==> src/rtl/operand_sequencer.sv <==
// Registered operand sequencer: captures one decoded instruction via valid/ready and
// issues its op1/op2 operands to the ALU as one or more BEAT_LANES-wide beats.
module operand_sequencer #(
  parameter int LANES      = 16,
  parameter int LANE_W     = 16,
  parameter int BEAT_LANES = 16,
  localparam int NBEATS    = LANES / BEAT_LANES,
  localparam int BW        = (NBEATS > 1) ? $clog2(NBEATS) : 1
) (
  input  logic                         clk,
  input  logic                         rst,
  input  logic                         in_valid,
  output logic                         in_ready,
  input  logic [3:0]                   functype,
  input  logic [LANES*LANE_W-1:0]      vectorData1,
  input  logic [LANES*LANE_W-1:0]      vectorData2,
  input  logic [LANE_W-1:0]            scalarData1,
  input  logic [7:0]                   immediate,
  input  logic [5:0]                   offset,
  input  logic [LANE_W-1:0]            PC,
  output logic                         out_valid,
  input  logic                         out_ready,
  output logic [BEAT_LANES*LANE_W-1:0] op1,
  output logic [BEAT_LANES*LANE_W-1:0] op2,
  output logic [3:0]                   out_func,
  output logic [BW-1:0]                out_beat,
  output logic                         out_last
);

  localparam int VW = LANES * LANE_W;
  localparam int OW = BEAT_LANES * LANE_W;

  typedef enum logic {IDLE, ISSUE} state_t;

  state_t            r_state;
  logic [3:0]        r_func;
  logic [BW-1:0]     r_beat;
  logic              r_last;
  logic [OW-1:0]     r_op1, r_op2;
  logic [VW-1:0]     r_vd1, r_vd2;
  logic [LANE_W-1:0] r_sd1, r_pc;
  logic [7:0]        r_imm;
  logic [5:0]        r_off;

  logic              w_fire, w_adv, w_multi, w_last;
  logic [3:0]        w_func;
  logic [BW-1:0]     w_beat;
  logic [VW-1:0]     w_vd1, w_vd2;
  logic [LANE_W-1:0] w_sd1, w_pc;
  logic [7:0]        w_imm;
  logic [5:0]        w_off;
  logic [OW-1:0]     w_op1, w_op2;
  int unsigned       w_boff;

  assign w_adv    = (r_state == ISSUE) && out_ready;
  assign in_ready = (r_state == IDLE) || (w_adv && r_last);
  assign w_fire   = in_valid && in_ready;

  // The next beat comes straight from the ports on accept, otherwise from the holding registers.
  always_comb begin
    w_func = w_fire ? functype    : r_func;
    w_vd1  = w_fire ? vectorData1 : r_vd1;
    w_vd2  = w_fire ? vectorData2 : r_vd2;
    w_sd1  = w_fire ? scalarData1 : r_sd1;
    w_pc   = w_fire ? PC          : r_pc;
    w_imm  = w_fire ? immediate   : r_imm;
    w_off  = w_fire ? offset      : r_off;
    w_beat = w_fire ? '0 : BW'(r_beat + 1'b1);
  end

  assign w_multi = (NBEATS > 1) && (w_func <= 4'd2);
  assign w_last  = !w_multi || (w_beat == BW'(NBEATS - 1));

  always_comb begin
    w_op1  = '0;
    w_op2  = '0;
    w_boff = (NBEATS > 1) ? int'(w_beat) * OW : 0;
    case (w_func)
      4'h0, 4'h1: begin
        w_op1 = w_vd1[w_boff +: OW];
        w_op2 = w_vd2[w_boff +: OW];
      end
      4'h2: begin
        w_op1 = w_vd1[w_boff +: OW];
        w_op2 = {BEAT_LANES{w_sd1}};
      end
      4'h3, 4'h4, 4'h5: begin
        w_op1[LANE_W-1:0] = w_sd1;
        w_op2[LANE_W-1:0] = {{(LANE_W-6){w_off[5]}}, w_off};
      end
      4'h6, 4'h7: begin
        w_op1[LANE_W-1:0] = w_sd1;
        w_op2[LANE_W-1:0] = LANE_W'(w_imm);
      end
      4'h8: begin
        w_op1[LANE_W-1:0] = w_pc;
        w_op2[LANE_W-1:0] = {{(LANE_W-8){w_imm[7]}}, w_imm};
      end
      default: ;
    endcase
  end

  always_ff @(posedge clk or posedge rst) begin
    if (rst) begin
      r_state <= IDLE;
      r_func  <= '0;
      r_beat  <= '0;
      r_last  <= 1'b0;
      r_op1   <= '0;
      r_op2   <= '0;
      r_vd1   <= '0;
      r_vd2   <= '0;
      r_sd1   <= '0;
      r_pc    <= '0;
      r_imm   <= '0;
      r_off   <= '0;
    end else begin
      if (w_fire && functype != 4'hF) begin
        r_state <= ISSUE;
        r_func  <= functype;
        r_beat  <= '0;
        r_last  <= w_last;
        r_op1   <= w_op1;
        r_op2   <= w_op2;
        r_vd1   <= vectorData1;
        r_vd2   <= vectorData2;
        r_sd1   <= scalarData1;
        r_pc    <= PC;
        r_imm   <= immediate;
        r_off   <= offset;
      end else if (w_fire || (w_adv && r_last)) begin
        // NOP accept or final beat gone with nothing new: drop back to IDLE.
        r_state <= IDLE;
      end else if (w_adv) begin
        r_beat <= w_beat;
        r_last <= w_last;
        r_op1  <= w_op1;
        r_op2  <= w_op2;
      end
    end
  end

  assign out_valid = (r_state == ISSUE);
  assign op1       = r_op1;
  assign op2       = r_op2;
  assign out_func  = r_func;
  assign out_beat  = r_beat;
  assign out_last  = r_last;

endmodule

==> config.mk <==
export PLATFORM = sky130hd
export DESIGN_NAME = operand_sequencer
export DESIGN_NICKNAME = d
export VERILOG_FILES = /design/src/rtl/operand_sequencer.sv
export SDC_FILE = /design/constraint.sdc
export NUM_CORES = 2
export LEC_CHECK = 0
export CAP_MARGIN = 20
export CORE_AREA = 2 2 418 420
export DETAILED_ROUTE_END_ITERATION = 6
export DIE_AREA = 0 0 420 422
export GPL_ROUTABILITY_DRIVEN = 0
export HOLD_SLACK_MARGIN = 0.12
export PLACE_DENSITY = 0.61
export SYNTH_ARGS = -nofsm -noshare
export SYNTH_HDL_FRONTEND = slang
export SYNTH_SLANG_ARGS = --single-unit
==> constraint.sdc <==
create_clock -name clk -period 45.2 [get_ports clk]
set_input_delay 4.52 -clock clk [delete_from_list [all_inputs] [get_ports clk]]
set_output_delay 4.52 -clock clk [all_outputs]
set_load 0.02 [all_outputs]
Word-level counts from Yosys, hierarchy flattened:

Cells that the tools add are included.

* flip-flop bits (word level): 1077
* latch bits: 0
* bits in writable memories: 0
* memory bits (read-only): 0
* input bits: 566
* output and inout bits: 520
* word-level logic and storage cells: 65
* memories: 0

* $add $sub $neg: 1
* multiply operators: 0
* divide/modulo/power cells: 0
* $lt $le $gt $ge: 0
* equality and inequality tests: 10
* shift-type cells: 0
* multiplexer cells: 26
* bitwise gates (word level): 1
* reduce and logical (&&, ||, !) cells: 15

Operators by type and width (count)
* $mux 256: 8
* $pmux 240 s2: 1
* $mux 240: 1
* $pmux 16 s5: 1
* $pmux 16 s3: 1
* $mux 16: 2
* $eq 4x3->1 const B: 4
* $mux 1: 9
* $eq 4x2->1 const B: 2
* $mux 8: 1
* $mux 6: 1
* $reduce_or 3->1: 2
* $reduce_or 5->1: 1
* $eq 4x1->1 const B: 1
* $eq 4x4->1 const B: 1
* $logic_and 1x1->1: 4
* $logic_not 4->1: 1
* $mux 4: 1
* $ne 4x4->1 const B: 1
* $reduce_bool 2->1: 2
* $reduce_or 2->1: 2
* $logic_or 1x1->1: 2
* $ne 2x2->1 const B: 1
* $reduce_and 2->1: 1
* other kinds (2): 2

Depth between registers and ports, before layout:

* depth in word-level cells: 11
* mapped depth: 10

Worst setup path before layout:

No wires, ideal clock.

* path type: input to output
* start: input out_ready
* end: output in_ready
* arrival: 5008 ps
* required time: 40680 ps
* slack: 35672 ps
* stages on the path: 4
* buffers on the path: 2
* path through: a21boi_4 > inv_2 > buf_6 > buf_6

* cells in the longest elaborated chain, start to end: 3

RTL lines
* start: declaration: line 22 `input logic out_ready,`
* $logic_and 1x1->1: line 55 `assign w_adv = (r_state == ISSUE) && out_ready;`
* $logic_and 1x1->1: line 56 `assign in_ready = (r_state == IDLE) || (w_adv && r_last);`
* $logic_or 1x1->1: line 56
* end: declaration: line 13 `output logic in_ready,`

Every way passes these cells.

Worst setup path in the final report:

Ends and elaborated chain as after synthesis.

==> results_tabular.tex <==
\begin{tabular}{lr}
\hline
Metric & Value \\
\hline
\multicolumn{2}{l}{\textbf{Run status}} \\
Status & complete, no violations \\
\multicolumn{2}{l}{\textbf{CTS}} \\
Worst skew pair latency & between 0.7 and 0.8 ns \\
Quantity of hold-fixing buffers added after cts & 0 \\
CTS-repair resized insts & 0 \\
Master cell of the clock root buffer & clkbuf\_16 \\
Total clock buffers created by CTS & 119 \\
Buffers from clock root to sink, at most & 3 \\
Maximum level of the CTS H-tree & 3 \\
Number of post-CTS setup repair buffers & 0 \\
Clock tree from TritonCTS & done \\
CTS clk-pin slew, worst paths & roughly 0.060 ns \\
Clock Sinks & about 1100 \\
\multicolumn{2}{l}{\textbf{Cells and area}} \\
Fraction of layout instances using a drive strength above 1 & 5.22\% \\
Net total in the final layout & about 6700 \\
Area growth syn-to-layout & 35.2\% \\
Number of standard cells in the layout, taps in and fillers out & 8550 \\
\multicolumn{2}{l}{\textbf{Yosys}} \\
Count of synthesis-stage warnings from yosys & 0 \\
Share of the synthesized area in compound gates (AO/OA/AOI/OAI) & 14.6\% \\
Library cell with the highest instance count after synthesis & nand2\_1 \\
Post-synthesis register bit count & 1077 \\
Netlist cell types & 48 \\
Fraction of registers with async set or reset after synthesis & 100\% \\
Cell type with the highest aggregate area in the netlist & dfrtp\_1 \\
Mean instance size in the synthesized netlist & just over 9 µm² \\
Post-synthesis simple-gate area fraction & 20.1\% \\
Sequential-to-total area share from yosys stat & between 50\% and 60\% \\
Post-synthesis cell area & 48400 µm² \\
Nets in the synthesized netlist & between 5000 and 6000 \\
Share of the synthesized area in the top cell type & 55.7\% \\
Number of flops mapped to enable cells by yosys & 0 \\
Main combinational cell family by area after synthesis & simple AND/OR/NAND/NOR gates \\
Main area contributors after synthesis & dfrtp\_1, nand2\_1, mux2i\_1, a311oi\_1, o31ai\_1 \\
Post-synthesis instance total & 5227 \\
Xor and xnor area share after synthesis & 0\% \\
Most frequently used flop master after synthesis & dfrtp\_1 \\
Multiplexer area fraction after synthesis & 5.61\% \\
Post-synthesis adder-cell area fraction & 0\% \\
Leading cell types by count after synthesis & nand2\_1, dfrtp\_1, mux2i\_1, o31ai\_1, a21o\_1 \\
\multicolumn{2}{l}{\textbf{GRT}} \\
Met3 track demand over resource in global routing & 5.92\% \\
Vias in the first global route & roughly 41000 \\
Global-route wire length before repair & 277000 µm \\
Total global routing overflow & 0 \\
Number of antenna violations at the first check in global routing & 64 \\
Met2 GRT Util & between 30\% and 40\% \\
Gr busiest metal & met2 \\
GR Util All Layers & 20.6\% \\
Maximum number of pins on one net before global-route repair & 179 \\
GRT met1 Usage & 24.1\% \\
\multicolumn{2}{l}{\textbf{Floorplan}} \\
Number of core rows & around 150 \\
Floorplan die area & about 180000 µm² \\
Core footprint & 173000 µm² \\
Overall die width & $\sim$420 µm \\
Initial Util & 28.0\% \\
Die Y & 422 µm \\
Number of placed I/O pins & 1086 \\
\multicolumn{2}{l}{\textbf{Drt}} \\
First-iteration detailed-routing DRC count & 3748 \\
Final WL & around 190000 µm \\
Number of nets with antenna violations after detailed routing & 0 \\
DRC violations left & 0 \\
Number of vias after detailed routing & 42255 \\
Number of iterations in the first detailed-routing pass & 5 \\
Avg Vias per Cell & 4.94 \\
Average wire per standard cell & 22.2 µm \\
\multicolumn{2}{l}{\textbf{Critical path}} \\
Top Family by Delay on Critical Path & buffers and inverters \\
Reg-to-reg endpoint & op2[39] \\
Data arrival time of the critical path & 6.57 ns \\
Setup CP Type & primary input to output port \\
Cells traversed along the worst timing path & clkdlybuf4s50\_1, a21boi\_4, buf\_4, inv\_2, clkdlybuf4s50\_1 \\
Worst r2r src & out\_valid \\
Number of cells on the critical path & 5 \\
Highest-delay cell along the critical path & clkdlybuf4s50\_1 \\
Register-to-Register Path Depth & 10 \\
Maximum net fanout on the critical path & 21 \\
Worst path most repeated cell & clkdlybuf4s50\_1 \\
Required time worst endpoint & 40.68 ns \\
Count of buffering cells on the critical path with inverters included & 4 \\
Critical path endpoint category & output port \\
Critical Path Source & out\_ready \\
Critical path launch point type & primary input \\
Setup slack on the worst flop-to-flop path & 39.36 ns \\
Worst setup path endpoint & in\_ready \\
Delay contributed by the slowest stage of the critical path & 0.75 ns \\
\multicolumn{2}{l}{\textbf{Power and ir drop}} \\
Max IR drop VDD & about 0.038 mV \\
Lkg Pwr & 0.0313 µW \\
P per Cell Area & 43.4 nW/µm² \\
\multicolumn{2}{l}{\textbf{Timing}} \\
Worst rel slew slack & 18.5\% \\
Post-layout min period & 11.09 ns \\
Fin crit share & approximately a quarter \\
Slew of the pin with the lowest slew margin & 1.22 ns \\
Final number of setup-violating endpoints & 0 \\
Aggregate negative setup slack & 0 ns \\
Unrepaired setup endpoints after global routing & no \\
Final Hold Violating Endpoints & 0 \\
Layout Skew & around 0.040 ns \\
Max Transition Viols Final & 0 \\
Maximum achievable frequency & 0.0902 GHz \\
\multicolumn{2}{l}{\textbf{Placement}} \\
Port Buffer Count & 1085 \\
Number of placed instances, taps included & 8290 \\
Half-perimeter wire length after placement & between 100000 and 150000 µm \\
\multicolumn{2}{l}{\textbf{Worst hold path}} \\
Kind of path behind the tightest hold check & register to register \\
\multicolumn{2}{l}{\textbf{Flow run}} \\
Max-capacitance violation count & 0 \\
\hline
\end{tabular}
## worst register-to-register path: cells and delay by family (launching register included)
kind                   cells  cell delay [ns]
AND/OR/NAND/NOR            1             0.47
AO/OA/AOI/OAI              3             0.73
multiplexers               1             0.63
buffers and inverters      5             3.29
flip-flops                 1             0.62
## state kept, by name, indices dropped and copies added (netlist names)
signal	cells
r_off	6
r_vd2	256
r_vd1	256
r_sd1	16
r_imm	8
out_beat	1
r_pc	16
out_valid	1
out_last	1
out_func	4
op2	256
op1	256
## layout by cell type (no fill, tap or decap), drive strengths merged, types with 7 or more instances in the layout
cell / n
nand2: 2413
clkdlybuf4s50: 1084
dfrtp: 1077
mux2i: 269
o31ai: 257
a21o: 241
a311oi: 240
clkbuf: 172
buf: 84
a21oi: 49
diode: 40
nand2b: 36
clkinv: 30
a211oi: 26
nor2: 23
o21ai: 21
o22a: 18
nor3: 17
a221oi: 16
nand3: 16
a22oi: 16
nor2b: 9
or3: 9
bufinv: 9
a2bb2oi: 8
o32ai: 8
inv: 7
## worst min-delay path by stage
stage	start	endpoint	slack, ns	cells after the start
after floorplan	r_imm[5]	r_imm[5]	0.44	2
after global placement	r_vd1[173]	r_vd1[173]	0.46	2
after detailed placement	r_vd1[137]	r_vd1[137]	0.46	2
after CTS	r_vd1[137]	r_vd1[137]	0.48	2
after global routing	op2[91]	op2[91]	0.48	1
final	r_vd1[164]	r_vd1[164]	0.47	2
## final cells by class
cell class	instances	area [µm²]
Multi-Input combinational cell	3718	19800
Clock inverter	45	534
Tap cell	2325	2910
Antenna cell	40	100
Sequential cell	1077	27000
Inverter	5	26.3
Timing Repair Buffer	1168	11600
Clock buffer	172	3540
Fill cell	17211	107000
## through the flow
stage / util (%) / worst slack (ns) / total power (µW) / hold slack, ns / instance area, µm²
floorplan: - / 10.36 / 1540 / 0.445 / 48400
global placement: 35.4 / 34.19 / 1830 / 0.456 / 61200
detailed placement: 35.4 / 34.16 / 1850 / 0.461 / 61200
CTS: 37.8 / 34.16 / 2870 / 0.476 / 65300
global route: 37.8 / 34.09 / 2970 / 0.485 / 65400
finish: 37.9 / 34.11 / 2840 / 0.471 / 65400
## power by group
part | leakage [µW] | total [µW] | switching (µW) | internal, µW
registers | 0.0139 | 1190 | 80.7 | 1100
logic | 0.0153 | 641 | 390 | 251
clock network | 0.00202 | 1010 | 420 | 592
## cell families after synthesis
| group | count (synthesis) |
|---|---|
| AND/OR/NAND/NOR | 2534 |
| flip-flops | 1077 |
| AO/OA/AOI/OAI | 913 |
| buffers and inverters | 432 |
| multiplexers | 271 |
## routing by layer
metal | wire length (µm) | vias to the layer above
met2 | 93800 | 1545
met1 | 72200 | 20912
li1 | - | 19386
met3 | 15200 | 368
met4 | 8080 | 44
met5 | 301 | -
No activity file was read; power rests on OpenSTA's default activity.
